<file path="src/rtl/ultrasonic_ranger.sv">
// ultrasonic_ranger: HC-SR04 trigger/echo timer producing distance in micrometres; define RANGER_MEDIAN_EN for a 3-sample median filter
module ultrasonic_ranger #(
  parameter int TRIG_CYCLES     = 500,
  parameter int ECHO_WAIT_MAX   = 50_000,
  parameter int TIMEOUT_CYCLES  = 1_166_000,
  parameter int HOLDOFF_CYCLES  = 3_000_000,
  parameter int UM_PER_CYCLE_Q8 = 878
) (
  input  logic        clk,
  input  logic        rst,
  input  logic        enable,
  input  logic        echo,
  output logic        trig,
  output logic [22:0] distance,
  output logic        time_out,
  output logic        valid
);
  localparam int CW = $clog2(TRIG_CYCLES + ECHO_WAIT_MAX + HOLDOFF_CYCLES + 1);
  typedef enum logic [2:0] {S_IDLE, S_TRIG, S_WAIT, S_MEAS, S_DONE, S_HOLD} state_t;
  state_t        r_state, w_next;
  logic          r_echo_m, r_echo_s;
  logic [CW-1:0] r_cnt;
  logic [20:0]   r_echo_cnt;
  logic          w_good, w_fail;
  logic [31:0]   w_prod;
  logic [23:0]   w_q;
  logic [22:0]   w_raw, w_dist;
  // two-flop synchroniser for the asynchronous echo input
  always_ff @(posedge clk or negedge rst)
    if (!rst) {r_echo_s, r_echo_m} <= '0;
    else      {r_echo_s, r_echo_m} <= {r_echo_m, echo};
  // state register
  always_ff @(posedge clk or negedge rst)
    if (!rst) r_state <= S_IDLE;
    else      r_state <= w_next;
  // next state; w_good/w_fail mark the cycle a measurement resolves
  always_comb begin
    w_next = r_state;
    w_good = 1'b0;
    w_fail = 1'b0;
    case (r_state)
      S_IDLE: w_next = enable ? S_TRIG : S_IDLE;
      S_TRIG: w_next = (r_cnt == CW'(TRIG_CYCLES - 1)) ? S_WAIT : S_TRIG;
      S_WAIT: begin
        w_fail = !r_echo_s && (r_cnt == CW'(ECHO_WAIT_MAX - 1));
        w_next = r_echo_s ? S_MEAS : w_fail ? S_DONE : S_WAIT;
      end
      S_MEAS: begin
        w_good = !r_echo_s;
        w_fail = r_echo_s && (r_echo_cnt == 21'(TIMEOUT_CYCLES - 1));
        w_next = (w_good || w_fail) ? S_DONE : S_MEAS;
      end
      S_DONE: w_next = S_HOLD;
      S_HOLD: w_next = (r_cnt != CW'(HOLDOFF_CYCLES - 1)) ? S_HOLD :
                       !enable ? S_IDLE : r_echo_s ? S_HOLD : S_TRIG;
      default: w_next = S_IDLE;
    endcase
  end
  // phase counter restarts on every state change and saturates at the end of holdoff; echo counter runs only in MEAS
  always_ff @(posedge clk or negedge rst)
    if (!rst) begin
      r_cnt      <= '0;
      r_echo_cnt <= '0;
    end else begin
      r_cnt      <= (w_next != r_state || r_state inside {S_IDLE, S_MEAS}) ? '0 :
                    (r_state == S_HOLD && r_cnt == CW'(HOLDOFF_CYCLES - 1)) ? r_cnt : r_cnt + 1'b1;
      r_echo_cnt <= (r_state == S_MEAS) ? r_echo_cnt + 21'(r_echo_s) : '0;
    end
  // the rise cycle seen in WAIT is part of the echo width, hence the +1
  assign w_prod = 32'(r_echo_cnt + 21'd1) * 32'(UM_PER_CYCLE_Q8);
  assign w_q    = 24'(w_prod >> 8);
  assign w_raw  = w_q[23] ? '1 : w_q[22:0];
`ifdef RANGER_MEDIAN_EN
  logic [22:0] r_win0, r_win1, w_lo, w_hi;
  logic [1:0]  r_wcnt;
  assign w_lo   = (w_raw < r_win0) ? w_raw : r_win0;
  assign w_hi   = (w_raw < r_win0) ? r_win0 : w_raw;
  assign w_dist = (r_wcnt != 2'd2) ? w_raw : (r_win1 < w_lo) ? w_lo : (r_win1 > w_hi) ? w_hi : r_win1;
  // window of the two previous good raw distances; the new one completes the triple
  always_ff @(posedge clk or negedge rst)
    if (!rst) begin
      r_win0 <= '0;
      r_win1 <= '0;
      r_wcnt <= '0;
    end else if (w_good) begin
      r_win1 <= r_win0;
      r_win0 <= w_raw;
      r_wcnt <= (r_wcnt == 2'd2) ? r_wcnt : r_wcnt + 2'd1;
    end
`else
  assign w_dist = w_raw;
`endif
  // registered outputs; distance/time_out update only when entering DONE, alongside valid
  always_ff @(posedge clk or negedge rst)
    if (!rst) begin
      trig     <= 1'b0;
      valid    <= 1'b0;
      distance <= '0;
      time_out <= 1'b0;
    end else begin
      trig  <= (w_next == S_TRIG);
      valid <= (w_next == S_DONE);
      if (w_good) begin
        distance <= w_dist;
        time_out <= 1'b0;
      end else if (w_fail) time_out <= 1'b1;
    end
endmodule

</file>
<file path="config.mk">
export PLATFORM = sky130hd
export DESIGN_NAME = ultrasonic_ranger
export DESIGN_NICKNAME = d
export VERILOG_FILES = /design/src/rtl/ultrasonic_ranger.sv
export SDC_FILE = /design/constraint.sdc
export NUM_CORES = 1
export LEC_CHECK = 0
export ABC_AREA = 1
export BUFFER_PORTS_ARGS = -buffer_cell sky130_fd_sc_hd__buf_4
export CAP_MARGIN = 15
export CELL_PAD_IN_SITES_DETAIL_PLACEMENT = 0
export CELL_PAD_IN_SITES_GLOBAL_PLACEMENT = 1
export CORE_UTILIZATION = 25
export CTS_BUF_LIST = sky130_fd_sc_hd__clkbuf_8
export DETAILED_ROUTE_END_ITERATION = 10
export PLACE_DENSITY_LB_ADDON = 0.3
export SYNTH_ARGS = -nofsm -noshare
export SYNTH_HDL_FRONTEND = slang
export SYNTH_SLANG_ARGS = --single-unit
export TNS_END_PERCENT = 30
</file>
<file path="constraint.sdc">
create_clock -name clk -period 6.5 [get_ports clk]
set_clock_uncertainty 0.15 [all_clocks]
set_input_delay 0.325 -clock clk [delete_from_list [all_inputs] [get_ports clk]]
set_output_delay 0.325 -clock clk [all_outputs]
set_load 0.005 [all_outputs]
</file>
* After elaboration in Yosys (flattened, before gate mapping)
Cells that the tools add are included.
Word-level totals: register bits after elaboration 74, bits of input ports 4, output and inout bits 26, word-level logic and storage cells 53
Cells by class: add/subtract/negate cells 3, multipliers 1, equality and inequality tests 14, muxes and demuxes 17, reductions and logical operators 9
Operators by type and width (count):
- two-way mux 22 bit | 2
- multiplier 22 x 9 -> 31 bit, second input constant | 1
- two-way mux 23 bit | 1
- adder 21 x 1 -> 22 bit, second input constant | 1
- adder 22 x 1 -> 22 bit, second input constant | 1
- == test 22 x 16 -> 1 bit, second input constant | 1
- == test 22 bit, second input constant | 1
- == test 22 x 9 -> 1 bit, second input constant | 1
- inequality test 22 bit, second input constant | 1
- adder 21 x 1 -> 21 bit | 1
- == test 21 bit, second input constant | 1
- two-way mux 21 bit | 1
- two-way mux 3 bit | 6
- one-hot mux 3 bit (6 select lines) | 1
- == test 3 bit, second input constant | 3
- == test 3 x 1 -> 1 bit, second input constant | 2
- == test 3 x 2 -> 1 bit, second input constant | 2
- two-way mux 1 bit | 4
- nonzero test 2 bit | 2
- logical AND 1 bit | 3
- logical NOT 3 bit | 1
- inequality test 3 bit | 1
- logical OR 1 bit | 2
- two-way mux 2 bit | 1
- 3 further kinds | 3

* Logic depth before layout (Yosys ltp)
depth after elaboration 8, depth in mapped cells 36, mapped depth without buffers 34

* Least setup slack after synthesis
Ideal clock, no wire load.
path type register to register, start reg r_echo_cnt[16], end reg distance[14], setup time 0.113 ns, arrival time 5.173 ns, required time 6.237 ns, setup slack 1.064 ns, stages on the path, launching flop included 34, period minus slack after synthesis 5.436 ns, path through dfrtp_1 > nand2_1 > inv_1 > nand2_1 > nor2_1 > nand2_1 > nor2_1 > nand2_1 > xor2_1 > xor2_1 > inv_1 > ha_1 > inv_1 > fa_1 > inv_1 > fa_1 > inv_1 > fa_1 > inv_1 > ha_1 > nand2_1 > inv_1 > a21oi_1 > and2_1 > nor2_1 > nor2_1 > nand2_1 > nand2_1 > nand2_1 > nor2_2 > buf_4 > nand2_1 > nand2_1 > inv_1
On the way: cells in the longest elaborated chain, start to end 3
RTL lines:
- start: declaration | line 23 | logic [20:0] r_echo_cnt;
- start signal: assignment | line 67 | r_echo_cnt <= (r_state == S_MEAS) ? r_echo_cnt + 21'(r_echo_s) : '0;
- adder 21 x 1 -> 22 bit | line 70 | assign w_prod = 32'(r_echo_cnt + 21'd1) * 32'(UM_PER_CYCLE_Q8);
- multiplier 22 x 9 -> 31 bit | line 70
- two-way mux 23 bit | line 72 | assign w_raw = w_q[23] ? '1 : w_q[22:0];
- end signal: assignment | line 104 | distance <= w_dist;
- end: declaration | line 14 | output logic [22:0] distance,
No other way between the ends. A chain may end at the register's enable or synchronous reset.

* Worst setup path in the final report
start reg r_echo_cnt[11], end reg distance[2]
The elaborated chain is that of the path after synthesis.

==> flow_summary.toml <==
[outcome]
run_status = "finished, final reports clean"

[floorplanning]
floorplan.initialDensity = 0.254
dieWidth_um = 192
die_height_um = 192
floorplan.rows = 69
floorplan.die_area_um2 = 36800
ioPinCount = 30
core_area_um2 = 35500

[timing]
finalSetupTns_ns = 0
hold_viol = 0
maxSlewViolCount = 0
final_period_minus_worst_setup_slack_ns = 5.99
timing.slew.headroom = 0.322
rsz0062_at_grt = "no"
tightestPinTransition_ns = 1.02
count_of_final_setup_violators = 0
period_share = 0.922
max_freq_ghz = 0.167

[synthesis]
synth_cells = 1210
synth.area.mux_share = 0
synth.yosys.seq_area_share = 0.206
synthAdderAreaFrac = 0.258
yosysTopAreaCell = "sky130_fd_sc_hd__dfrtp_1"
yosysWarnings = 0
synth.avg_cell_area_um2 = 7.44
yosys_top_cell_area_share = 0.206
synth_top_cells_by_area = "sky130_fd_sc_hd__dfrtp_1 (21%), sky130_fd_sc_hd__fa_1 (13%), sky130_fd_sc_hd__ha_1 (13%), sky130_fd_sc_hd__inv_1 (11%), sky130_fd_sc_hd__nand2_1 (7.5%)"
synth-compound-area-share = 0.0931
post-synth-top-count-cell = "sky130_fd_sc_hd__inv_1"
synth_xor_area_frac = 0.107
synth.ff_latch_count = 74
ys_top_cells_by_count = "sky130_fd_sc_hd__inv_1 (266), sky130_fd_sc_hd__nand2_1 (181), sky130_fd_sc_hd__nor2_1 (151)"
synth-edff-count = 0
synth_top_family_by_area = "adder cells"
async_reset_ff_frac = 1.00
synth_ff_type = "sky130_fd_sc_hd__dfrtp_1"
synth.net_count = 1364
yosys.cell_types.count = 42
post_synth_instance_area_um2 = 9000
yosys.area_share.simple = 0.215

[worst_setup_path]
cpMaxStageDelayCell = "sky130_fd_sc_hd__fa_1"
critical_path.max_stage_delay_ns = 0.53
r2r_setup_slack_ns = 0.51
crit_required_ns = 6.63
cpMostUsedCell = "sky130_fd_sc_hd__inv_1"
data_arrival_time_of_the_critical_path_ns = 6.12
critPathLaunchType = "flip-flop"
worst-r2r-cell-count = 29
critical_path.max_fanout = 23
timing.rr.start = "r_echo_cnt[11]"
critPathCaptureType = "flip-flop"
path_class = "reg2reg"
crit-reg2reg-capture = "distance[2]"

[finish]
fin_nets = 1410
instances_no_fill = 1722
layout.area.seq_um2 = 1860
num_antenna_cells = 0
area_of_the_multi_input_gates_um2 = 6150
layout.filler_cells = 3948
area_delta_synth_final_pct = 12.9
layout-drive-gt1-share = 0.0864
stdcell_area_um2 = 10200

[placement]
routabilityCongestion = 0.844
post-place-cells = 1697
port-buffer-count = 29
dp.final_hpwl_mm = 20.3
placedInstanceArea_um2 = 9800

[clocking]
clkTransAtPathRegs_ns = 0.10
cts.path.max_buffers = 2
root_buffer_master = "sky130_fd_sc_hd__clkbuf_8"
clock_insertion_delay_worst_skew_ns = 0.39
cts_tree = "built"
maximum_level_of_the_cts_h_tree = 3
cts.sinks = 74
cts_buffers = 9

[pwr]
p_leak_nw = 5.16
ir_drop_worst_vdd_mv = 0.0736
power_density_nw_per_um2 = 84.0
design_power_total_uw = 855

[detailed_routing]
drtAntennaViolNets = 0
detailroute.via_count = 7481
wl_per_cell_um = 13.9
finalWirelength_mm = 23.9
detail_route.drc_violations = 0
detail_route.first_pass.iterations = 5
drt_iter0_drc = 387
vias_per_cell = 4.34

[flow_run]
drv_cap = 0

[global_routing]
first_pass_grt_wire_length_mm = 40.0
grt-ovfl-total = 0
grt_start_max_net_pins = 75
number_of_global_route_vias_before_repair = 7833
grt_antenna_before_repair = 0
grt_util_all_layers = 0.139

[worst_hold_path]
hp-class = "in2reg"
holdCritStartpoint = "enable"
worstHoldPathCells = 3
hold_end = "r_state[0]"
## worst max-delay path, delay by kind of cell, from the launching register on
kind	cells	cell delay [ns]
flops	1	0.41
buf+inv	10	0.89
simple gates	10	1.52
xor+xnor	2	0.42
fa+ha+maj	5	2.12
compound gates	2	0.36
## worst max path at each step
stage	startpoint	end	cells after the start	slack, ns
6_report	r_echo_cnt[11]	distance[2]	29	0.51
5_1_grt	r_echo_cnt[8]	distance[2]	35	0.02
4_1_cts	r_echo_cnt[16]	distance[2]	34	0.08
3_5_place_dp	r_echo_cnt[16]	distance[2]	34	0.13
3_3_place_gp	r_echo_cnt[16]	distance[6]	34	0.15
2_1_floorplan	r_echo_cnt[16]	distance[14]	33	1.06
## power breakdown
group          switching, mW  leakage (nW)  internal (mW)
registers           0.000950         0.998          0.461
clock network          0.231        0.0986          0.150
logic                 0.0102          4.06        0.00215
total                  0.242          5.16          0.613
## timing repair
action / in CTS / in global routing
resized for setup: 0 / 22
hold buffers: 2 / 0
endpoints found under the setup margin: 0 / 23
buffers inserted: 0 / 7
hold endpoints to repair: 24 / 0
## routing by layer
| layer | GRT usage | routed length, um | vias up |
|---|---|---|---|
| li1 | - | - | 3854 |
| met1 | 0.180 | 11400 | 3550 |
| met2 | 0.245 | 11800 | 67 |
| met4 | 0.0217 | 157 | 0 |
| met5 | 0 | 0 | - |
| met3 | 0.0197 | 529 | 10 |
## final cells by class
type,count,area share
Tap cell,461,0.0567
Sequential cell,74,0.183
Inverter,271,0.100
Multi-Input combinational cell,852,0.605
Timing Repair Buffer,48,0.0367
Clock buffer,9,0.0122
Clock inverter,7,0.00652
## cell usage in the layout, fill, tap and decap left out, types with 3 or more instances in the layout
| cell | count |
|---|---|
| sky130_fd_sc_hd__inv_1 | 266 |
| sky130_fd_sc_hd__nand2_1 | 181 |
| sky130_fd_sc_hd__nor2_1 | 146 |
| sky130_fd_sc_hd__ha_1 | 90 |
| sky130_fd_sc_hd__dfrtp_1 | 70 |
| sky130_fd_sc_hd__a21oi_1 | 68 |
| sky130_fd_sc_hd__xor2_1 | 67 |
| sky130_fd_sc_hd__fa_1 | 59 |
| sky130_fd_sc_hd__buf_4 | 45 |
| sky130_fd_sc_hd__o21ai_0 | 42 |
| sky130_fd_sc_hd__nand3_1 | 38 |
| sky130_fd_sc_hd__nor3_1 | 32 |
| sky130_fd_sc_hd__xnor2_1 | 27 |
| sky130_fd_sc_hd__nand4_1 | 15 |
| sky130_fd_sc_hd__o21bai_1 | 10 |
| sky130_fd_sc_hd__clkbuf_8 | 9 |
| sky130_fd_sc_hd__nor2_2 | 8 |
| sky130_fd_sc_hd__a21o_1 | 8 |
| sky130_fd_sc_hd__nor4_1 | 7 |
| sky130_fd_sc_hd__a22o_1 | 7 |
| sky130_fd_sc_hd__xor2_2 | 6 |
| sky130_fd_sc_hd__or2_2 | 6 |
| sky130_fd_sc_hd__a31oi_1 | 6 |
| sky130_fd_sc_hd__inv_2 | 5 |
| sky130_fd_sc_hd__nor2_4 | 4 |
| sky130_fd_sc_hd__dfrtp_2 | 4 |
| sky130_fd_sc_hd__inv_6 | 3 |
## logic make-up after synthesis
logic type,count (synthesis)
and+or+nand+nor,450
xor gates and xnor gates,104
AOI/OAI and AO/OA,148
adders and majority gates,150
buffers and inverters,284
DFF,74
## state kept, by name, summed over array words and instances (netlist names)
name,count
distance,23
r_cnt,22
r_echo_cnt,21
r_echo_m,1
r_echo_s,1
r_state,3
time_out,1
trig,1
valid,1
## stage by stage
step | hold WS (ns) | utilization | worst slack [ns]
after CTS | 0.169 | 0.282 | 0.0807
after global routing | 0.198 | 0.287 | 0.0159
after detailed placement | 0.200 | 0.276 | 0.131
after global placement | 0.190 | 0.276 | 0.155
after floorplan | -0.121 | - | 1.06
final | 0.189 | 0.287 | 0.510
Power figures use the tool's default switching activity.
